## config.mk

```make
export PLATFORM = sky130hd
export DESIGN_NAME = dot_product_mac
export DESIGN_NICKNAME = d
export VERILOG_FILES = /design/src/rtl/dot_product_mac_pkg.sv /design/src/rtl/dp_lane_mul.sv /design/src/rtl/dot_product_mac.sv
export SDC_FILE = /design/constraint.sdc
export NUM_CORES = 1
export LEC_CHECK = 0
export CAP_MARGIN = 20
export CORE_UTILIZATION = 67
export DETAILED_ROUTE_END_ITERATION = 12
export PLACE_DENSITY = 0.93
export SYNTH_ARGS = -nofsm -noshare
export SYNTH_HDL_FRONTEND = slang
export SYNTH_SLANG_ARGS = --single-unit
```

## constraint.sdc

```tcl
create_clock -name clk -period 13.1 [get_ports clk]
set_input_delay 1.31 -clock clk [delete_from_list [all_inputs] [get_ports clk]]
set_output_delay 1.31 -clock clk [all_outputs]
set_load 0.03 [all_outputs]
```

## src/rtl/dot_product_mac_pkg.sv

```systemverilog
// rtl/dot_product_mac_pkg.sv - shared types, widths and saturation helpers for dot_product_mac
package dot_product_mac_pkg;

    typedef enum logic [1:0] {
        ACC   = 2'd0,
        DRAIN = 2'd1,
        HOLD  = 2'd2
    } state_t;

    localparam int PROD_W = 17;

    // Width of the per-beat lane sum: one product plus carry growth of the tree.
    function automatic int sum_w(input int lanes);
        return PROD_W + $clog2(lanes);
    endfunction

    // Largest positive w-bit two's-complement value (zero-extended to 64 bits).
    function automatic logic [63:0] sat_max(input int w);
        return (64'd1 << (w - 1)) - 64'd1;
    endfunction

    // Most negative w-bit value; only the low w bits are meaningful.
    function automatic logic [63:0] sat_min(input int w);
        return ~sat_max(w);
    endfunction

endpackage

```

## src/rtl/dp_lane_mul.sv

```systemverilog
// rtl/dp_lane_mul.sv - combinational unsigned x signed 8-bit lane multiplier
// Ports: a (unsigned activation), b (signed weight), p (17-bit signed product).
module dp_lane_mul
    import dot_product_mac_pkg::*;
(
    input  logic [7:0]               a,
    input  logic [7:0]               b,
    output logic signed [PROD_W-1:0] p
);

    // a is zero-extended so 255 stays positive; b is sign-extended.
    assign p = PROD_W'($signed({1'b0, a})) * PROD_W'($signed(b));

endmodule

```

## src/rtl/dot_product_mac.sv

```systemverilog
// rtl/dot_product_mac.sv - streaming multi-lane dot-product accumulator with saturation
// Ports: clk, rst_n (async low), clr (sync soft clear), sat_en;
//        in_valid/in_ready/in_a/in_b/in_last input beat stream;
//        res_valid/res_ready/res/res_ovf/res_beats result handshake.
module dot_product_mac
    import dot_product_mac_pkg::*;
#(
    parameter int LANES = 4,
    parameter int ACC_W = 32,
    parameter int CNT_W = 16
) (
    input  logic                    clk,
    input  logic                    rst_n,
    input  logic                    clr,
    input  logic                    sat_en,
    input  logic                    in_valid,
    output logic                    in_ready,
    input  logic [LANES*8-1:0]      in_a,
    input  logic [LANES*8-1:0]      in_b,
    input  logic                    in_last,
    output logic                    res_valid,
    input  logic                    res_ready,
    output logic signed [ACC_W-1:0] res,
    output logic                    res_ovf,
    output logic [CNT_W-1:0]        res_beats
);

    localparam int SUM_W = sum_w(LANES);
    localparam logic [ACC_W-1:0] ACC_MAX = ACC_W'(sat_max(ACC_W));
    localparam logic [ACC_W-1:0] ACC_MIN = ACC_W'(sat_min(ACC_W));

    state_t                    state;
    logic                      accept;

    // Input capture stage
    logic                      s0_valid;
    logic                      s0_last;
    logic [LANES*8-1:0]        s0_a;
    logic [LANES*8-1:0]        s0_b;

    // Product stage
    logic signed [PROD_W-1:0]  prod    [LANES];
    logic signed [PROD_W-1:0]  s1_prod [LANES];
    logic                      s1_valid;
    logic                      s1_last;

    // Accumulate stage
    logic [ACC_W-1:0]          acc;
    logic                      ovf;
    logic [CNT_W-1:0]          beats;
    logic signed [SUM_W-1:0]   lane_sum;
    logic [ACC_W:0]            add_full;
    logic                      add_ovf;
    logic [ACC_W-1:0]          acc_next;

    assign in_ready  = (state == ACC);
    assign accept    = in_valid && in_ready;
    assign res       = $signed(acc);
    assign res_ovf   = ovf;
    assign res_beats = beats;

    for (genvar i = 0; i < LANES; i++) begin : g_lane
        dp_lane_mul u_mul (
            .a (s0_a[8*i +: 8]),
            .b (s0_b[8*i +: 8]),
            .p (prod[i])
        );
    end

    always_comb begin
        lane_sum = '0;
        for (int i = 0; i < LANES; i++) begin
            lane_sum = lane_sum + SUM_W'(s1_prod[i]);
        end
    end

    // One guard bit: the top two bits disagree exactly when the true sum
    // does not fit in ACC_W bits; the guard bit then carries the true sign.
    always_comb begin
        add_full = {acc[ACC_W-1], acc}
                 + {{(ACC_W + 1 - SUM_W){lane_sum[SUM_W-1]}}, lane_sum};
        add_ovf  = add_full[ACC_W] ^ add_full[ACC_W-1];
        acc_next = add_full[ACC_W-1:0];
        if (add_ovf && sat_en) begin
            acc_next = add_full[ACC_W] ? ACC_MIN : ACC_MAX;
        end
    end

    always_ff @(posedge clk or negedge rst_n) begin
        if (!rst_n) begin
            state     <= ACC;
            s0_valid  <= 1'b0;
            s0_last   <= 1'b0;
            s0_a      <= '0;
            s0_b      <= '0;
            s1_valid  <= 1'b0;
            s1_last   <= 1'b0;
            for (int i = 0; i < LANES; i++) begin
                s1_prod[i] <= '0;
            end
            acc       <= '0;
            ovf       <= 1'b0;
            beats     <= '0;
            res_valid <= 1'b0;
        end else if (clr) begin
            state     <= ACC;
            s0_valid  <= 1'b0;
            s1_valid  <= 1'b0;
            acc       <= '0;
            ovf       <= 1'b0;
            beats     <= '0;
            res_valid <= 1'b0;
        end else begin
            s0_valid <= accept;
            s0_last  <= accept && in_last;
            if (accept) begin
                s0_a <= in_a;
                s0_b <= in_b;
            end

            s1_valid <= s0_valid;
            s1_last  <= s0_valid && s0_last;
            if (s0_valid) begin
                s1_prod <= prod;
            end

            if (s1_valid) begin
                acc <= acc_next;
                ovf <= ovf | add_ovf;
                if (beats != {CNT_W{1'b1}}) begin
                    beats <= beats + CNT_W'(1);
                end
            end

            case (state)
                ACC: begin
                    if (accept && in_last) begin
                        state <= DRAIN;
                    end
                end
                DRAIN: begin
                    if (s1_valid && s1_last) begin
                        state     <= HOLD;
                        res_valid <= 1'b1;
                    end
                end
                HOLD: begin
                    // Pipeline is empty here, so clearing cannot race an accumulate.
                    if (res_ready) begin
                        state     <= ACC;
                        res_valid <= 1'b0;
                        acc       <= '0;
                        ovf       <= 1'b0;
                        beats     <= '0;
                    end
                end
                default: state <= ACC;
            endcase
        end
    end

endmodule

```

==> results by group <==
Finish
  • Fill count: between 1,500 and 2,000
  • Nets: 2,825
  • P&R area growth vs syn: 10.2%
  • Proportion of layout cells with a drive suffix above 1: roughly 5.5%
  • Diodes inserted: 0

Timing
  • Slew Viols, Final: 0
  • Fin. Hold Viols: 0
  • Tmin final: about 5.6 ns
  • Post-route setup TNS: 0 ns
  • Fmax: roughly 180 MHz
  • RSZ-0062 raised after global routing: false
  • Clock skew: about 0.015 ns
  • Final setup viols: 0
  • Worst slew margin: about 38%
  • Part of the cycle the worst path needs: 42.7%
  • Worst Tran Pin Value: around 0.9 ns
  • Min Hold Slack: 0.485 ns
  • Final WS setup: 7.50 ns

Clock network
  • Clk sinks: ~190
  • # H-tree levels: 4
  • CTS tree: done
  • Post-CTS Resized: 0
  • Hold Buf Count CTS: 0
  • Root Buffer: clkbuf_16
  • Clock latency on the worst-skew pair: roughly 0.46 ns
  • CTS buffer count: 17
  • Worst-case clock buffer depth: 2
  • Clock transition at the registers of the reported paths: around 0.080 ns
  • Post-CTS Setup Bufs: 0

Setup path
  • CP endpoint kind: flip-flop
  • CP required: around 13 ns
  • Delay-heaviest family, CP: adder cells
  • Crit path kind: flip-flop to flip-flop
  • FF-to-FF setup slack: 7.50 ns
  • CP bufs+invs: 4
  • Critical Path AT: 5.92 ns
  • FF-to-FF Start: s1_prod[16]
  • CP startpoint kind: flip-flop
  • Worst reg2reg endpoint: res[27]
  • Crit path max-delay cell type: fa_1
  • Critical Path Fanout Max: 24
  • CP cell instances: inv_1, fa_1, inv_1, fa_1, inv_1, fa_1, inv_1, ha_1, and3_1, nand4_1, nand2b_1, and3_1, a21boi_1, o211ai_2, nand3_2, a31oi_1, o21ai_1
  • Cell mode on critical path: inv_1
  • Reg2reg path depth: 17
  • CP Depth: 17
  • Critical path origin: s1_prod[16]
  • Worst stage delay on the critical path: 0.67 ns
  • CP endpoint: res[27]

Logic synthesis
  • Post-synth EDFFs: 0
  • Cells after Synth: 2,223
  • Seq/Total Area, Yosys: 23.1%
  • Synthesized Nets: between 2,000 and 3,000
  • Syn Std Cell Area: approximately 20,000 um2
  • Async set-reset flop share out of synthesis: between 90% and 100%
  • Ys flop type: dfrtp_1
  • Top cell type's share of synthesized area: between 20% and 30%
  • YS warnings: 0
  • Distinct cells, synth: 73
  • FF+latch count, synth: approximately 190
  • Ranking of synthesized cells by area: fa_1 (24%), dfrtp_1 (23%), ha_1 (13%)
  • Largest area contributor in the netlist: fa_1
  • Avg Synthesized Cell Area: around 9 um2

Place
  • Final HPWL DP: 37,300 um
  • Final GP Congestion: approximately 0.93
  • Port Buf Inserts: ~120
  • DP Worst Slack: ~7.5 ns

Job
  • Max-cap violations: 0

Min path
  • Worst hold path class: flip-flop to flip-flop
  • Hold path cells: 2

Detailed routing
  • ANT nets after route: 0
  • DRC Markers: 0
  • Routed wire length: 47,900 um
  • Drt initial violations: between 1,000 and 1,500
  • Via count: between 15,000 and 20,000
  • Drt wl/cell: 17.7 um
  • First-pass DRT Iterations: 5
  • Via-to-Cell Ratio: 5.75

Global route
  • Antenna violations before repair: 0
  • Vias in the first global route: approximately 17,000
  • Largest net degree at the start of global routing: between 90 and 100
  • First-pass GRT wire length: 80,200 um
  • Total track usage: about a third
  • Total grt overflow: 0

Floorplan
  • Row count: 63
  • Die W: about 180 um
  • I/O pin count: around 120
  • Die height: roughly 180 um
  • Core region area: approximately 30,000 um2
  • Die ar.: a little over 30,000 um2
  • Starting Density: between 60% and 70%

Outcome
  • Status: completed
-- metal layers --
layer | share of wire (%) | GRT usage (%) | vias up | wire length (um)
met5 | 0 | 0 | - | 0
met3 | 5.8 | 5.00 | 143 | 2800
met4 | 3.6 | 13.9 | 0 | 1740
met1 | 40 | 41.3 | 7713 | 19200
met2 | 50 | 56.2 | 597 | 24100
li1 | - | - | 7115 | -
-- layout by cell type (no fill, tap or decap), types with 6 or more instances in the layout --
cell type,instances
nand2b_1,32
and2_1,129
o211ai_1,6
dfrtp_1,188
xnor2_1,36
mux2_2,61
a21o_1,20
o31ai_1,7
nand4_1,8
nor2_1,82
or2_2,6
ha_1,206
nor3_1,16
a311oi_1,6
xor2_1,46
nand3_1,27
and3_1,14
nand2_1,243
o21ai_0,100
fa_1,243
a31oi_1,30
a21oi_1,62
o21ai_1,20
clkdlybuf4s50_1,120
nor2b_1,10
clkbuf_16,17
buf_4,8
inv_1,486
o21bai_1,9
-- synth_stat cells (3+ instances only) --
cell type and count:
xnor2_1 36, o21ai_1 20, o41ai_1 4, inv_1 486, xor2_1 46, or2_2 6
nor2_1 83, o21bai_1 9, nand2_1 243, o21ai_0 100, o211ai_1 6, nor2b_1 10
clkbuf_1 56, or3_1 4, o22ai_1 3, nand4_1 8, o31ai_1 7, and2_1 129
nand3_1 27, nor3_1 16, nand2b_1 33, and3_1 14, ha_1 206, a31oi_1 30
fa_1 243, dfrtp_1 188, a21oi_1 62, a311oi_1 6, mux2_2 61, a21boi_0 3
buf_2 6, a21o_1 20
-- logic make-up (layout without fill, tap and decap cells) --
kind of cell / after synthesis / after routing / synth area share (%)
AOI/OAI and AO/OA: 302 / 302 / 9.13
xor gates and xnor gates: 82 / 82 / 3.53
adders and majority gates: 449 / 449 / 36.5
buffers and inverters: 553 / 648 / 10.3
DFF: 188 / 188 / 23.1
muxes: 63 / 63 / 3.47
and+or+nand+nor: 586 / 586 / 13.9
-- cell type report --
type / count / area [um2] / area share, %
Multi-Input combinational cell: 1482 / 13600 / 60.5
Sequential cell: 188 / 4700 / 21.0
Inverter: 486 / 1820 / 8.13
Timing Repair Buffer: 130 / 1300 / 5.80
Tap cell: 390 / 488 / 2.17
Clock buffer: 19 / 443 / 1.97
Clock inverter: 13 / 108 / 0.479
-- worst min path at each step --
stage | to | from | slack, ns
6_report | s1_prod[65] | s1_prod[65] | 0.49
2_1_floorplan | s1_prod[34] | s1_prod[34] | 0.45
3_5_place_dp | s1_prod[63] | s1_prod[63] | 0.47
3_3_place_gp | s1_prod[22] | s1_prod[22] | 0.47
4_1_cts | s1_prod[63] | s1_prod[63] | 0.49
5_1_grt | s1_prod[24] | s1_prod[24] | 0.51
-- metrics by stage --
step                      std cells  cell area (um2)  util (%)
after global placement         2675            21900      73.4
after detailed placement       2675            21900      73.4
final                          2708            22400      75.3
after global routing           2708            22400      75.3
after floorplan                2223            20400         -
after CTS                      2707            22400      75.2
-- worst reg2reg max path, stage by stage (launching register included) --
cell      delay [ns]
dfrtp_1         0.43
inv_1           0.41
fa_1            0.67
inv_1           0.06
fa_1            0.49
inv_1           0.05
fa_1            0.47
inv_1           0.04
ha_1            0.39
and3_1          0.25
nand4_1         0.14
nand2b_1        0.17
and3_1          0.22
a21boi_1        0.19
o211ai_2        0.32
nand3_2         0.62
a31oi_1         0.42
o21ai_1         0.11
-- state kept, by name, summed over array words and instances (netlist names) --
signal / cells
s1_prod: 68
state: 2
s0_a: 32
s1_last: 1
s0_b: 32
res_beats: 16
s0_valid: 1
res_ovf: 1
res: 32
res_valid: 1
s0_last: 1
s1_valid: 1
Power is left out: the tool's default activity adds up to more than one toggle a clock period on the data nets, which glitch-free logic cannot reach.
==> RTL edit (same settings) <==
Set the parameter `CNT_W` to 24 (it was 16).
--- a/src/rtl/dot_product_mac.sv
+++ b/src/rtl/dot_product_mac.sv
@@ -7,7 +7,7 @@
 #(
     parameter int LANES = 4,
     parameter int ACC_W = 32,
-    parameter int CNT_W = 16
+    parameter int CNT_W = 24
 ) (
     input  logic                    clk,
     input  logic                    rst_n,
Ports: changed (resized res_beats); port bits go from 122 to 130. No check against the original RTL was run, so the function may have changed too.
==> RTL edit against the unedited design <==
  * Clock skew hardly changed
  * Via count about the same
  * Synthesized cell count fell by 2.0%
  * Sequential cell count increased by 8
  * Routed wire length down 2.1%
  * Final area grew 1.9%
  * Synthesized area up 0.94%
  * Die area is 0.93% higher
  * Setup slack got worse by 0.19 ns
  * Critical path depth unchanged
Power is left out: the tool's default activity adds up to more than one toggle a clock period on the data nets, which glitch-free logic cannot reach.
==> RTL edit: results (changes against the unedited design) <==
----------------------------------------------------
[Logic synthesis]
  Cell types occupying the most area after synthesis ... sky130_fd_sc_hd__dfrtp_1 (24%), sky130_fd_sc_hd__fa_1 (24%), sky130_fd_sc_hd__ha_1 (13%)
  Number of distinct standard cells referenced by the synthesized netlist ... 66 (-9.6%)
  Number of nets in the synthesized netlist ... 2698 (-1.6%)
  Synth top cells by count ... sky130_fd_sc_hd__inv_1 (491), sky130_fd_sc_hd__fa_1 (243), sky130_fd_sc_hd__nand2_1 (207)

[GRT]
  GRT Resource Usage Total ... 32.4% (-0.30 points)
  Number of global-route vias before repair ... 16696 (+0.69%)
  Met2 Use GR ... 56.3% (about the same)
  Global-route wire length before repair ... 79.8 mm (-0.52%)
  Pin count of the biggest net entering global routing ... 120 (+24%)
  Global routing usage on met3 ... 5.22% (+0.22 points)
  Routing usage on met1 ... 39.2% (-2.0 points)

[Timing]
  Pin slew with the least headroom to its limit ... 1.00 ns (+0.0767 ns)
  Largest clock skew in the final design ... 0.0153 ns (+0.0000641 ns)

[Worst setup path]
  Crit path DAT ... 6.19 ns (+0.27 ns)
  Internal reg-to-reg setup slack ... 7.31 ns (-0.19 ns)
  Stage delay of the slowest cell on the critical path ... 0.72 ns (+0.05 ns)
  Crit path max fanout ... 15 (-38%)
  Origin of the critical flop-to-flop path ... s1_prod[16]$_DFFE_PN0P_
  Worst r2r dst ... res[2]$_DFF_PN0_
  Cell with the largest stage delay on the worst path ... sky130_fd_sc_hd__a311oi_4

[Worst hold path]
  Startpoint of the most critical hold path ... s1_prod[5]$_DFFE_PN0P_

[Routing]
  DR pass1 iterations ... 8 (+3)
  Drt first-iter violations ... 1032 (-0.96%)
  Wire length on met3 ... 2.70 mm (-3.6%)
  Detailed-route wire length per cell ... 17.5 microns (-1.2%)
  Met2 routed wirelength ... 23.7 mm (-1.7%)
  Routed length on met1 ... 18.5 mm (-3.9%)
  Total number of vias ... 15579 (+0.071%)

[Placement]
  Port buffer count ... 129 (+6.6%)
  Area after detailed placement ... 22200 sq um (+1.4%)

[Cells and area]
  Fin nets ... 2799 (-0.92%)
  Fraction of final layout cells with drive strength greater than 1 ... 5.32% (-0.20 points)

[Run status]
  Run status ... finished, final reports clean

----------------------------------------------------
RTL edit: how the worst max path moves through the flow:
stage | startpoint | to | cells past startpoint
6_report | s1_prod[16]$_DFFE_PN0P_ | res[2]$_DFF_PN0_ | 17
5_1_grt | s1_prod[16]$_DFFE_PN0P_ | res[2]$_DFF_PN0_ | 17
4_1_cts | s1_prod[16]$_DFFE_PN0P_ | res[2]$_DFF_PN0_ | 17
3_5_place_dp | s1_prod[16]$_DFFE_PN0P_ | res[2]$_DFF_PN0_ | 17
3_3_place_gp | s1_prod[16]$_DFFE_PN0P_ | res[2]$_DFF_PN0_ | 17
2_1_floorplan | s1_prod[16]$_DFFE_PN0P_ | res[21]$_DFF_PN0_ | 17
RTL edit: metrics by stage:
stage	setup WS (ns)	utilization (%)	hold WS, ns	std cells
after detailed placement	7.32	74.3	0.471	2647
after floorplan	8.24	-	0.445	2178
after CTS	7.30	76.3	0.489	2679
after global routing	7.00	76.5	0.517	2682
final	7.31	76.5	0.485	2682
after global placement	7.75	74.3	0.462	2647
RTL edit: cell families after synthesis:
logic type / share of synthesized area, %
AOI/OAI and AO/OA: 9.37
muxes: 3.33
adders and majority gates: 36.2
xor gates and xnor gates: 3.88
DFF: 23.9
and+or+nand+nor: 13.2
buffers and inverters: 10.1
RTL edit: area by class of cell:
cell class                 count  area, sq um
multi-input combinational   1431        13600
timing repair buffer         140         1430
clock inverter                15          185
tap                          390          488
clock buffer                  17          425
fill                        1838         7010
sequential                   196         4900
inverter                     493         1850
RTL edit: worst max-delay path: cells and delay by family (launching register included):
family                     cells  cell delay, ns
and+or+nand+nor                3            0.68
DFF                            1            0.44
adders and majority gates      4            1.76
buffers and inverters          5            1.32
AOI/OAI and AO/OA              5            1.49
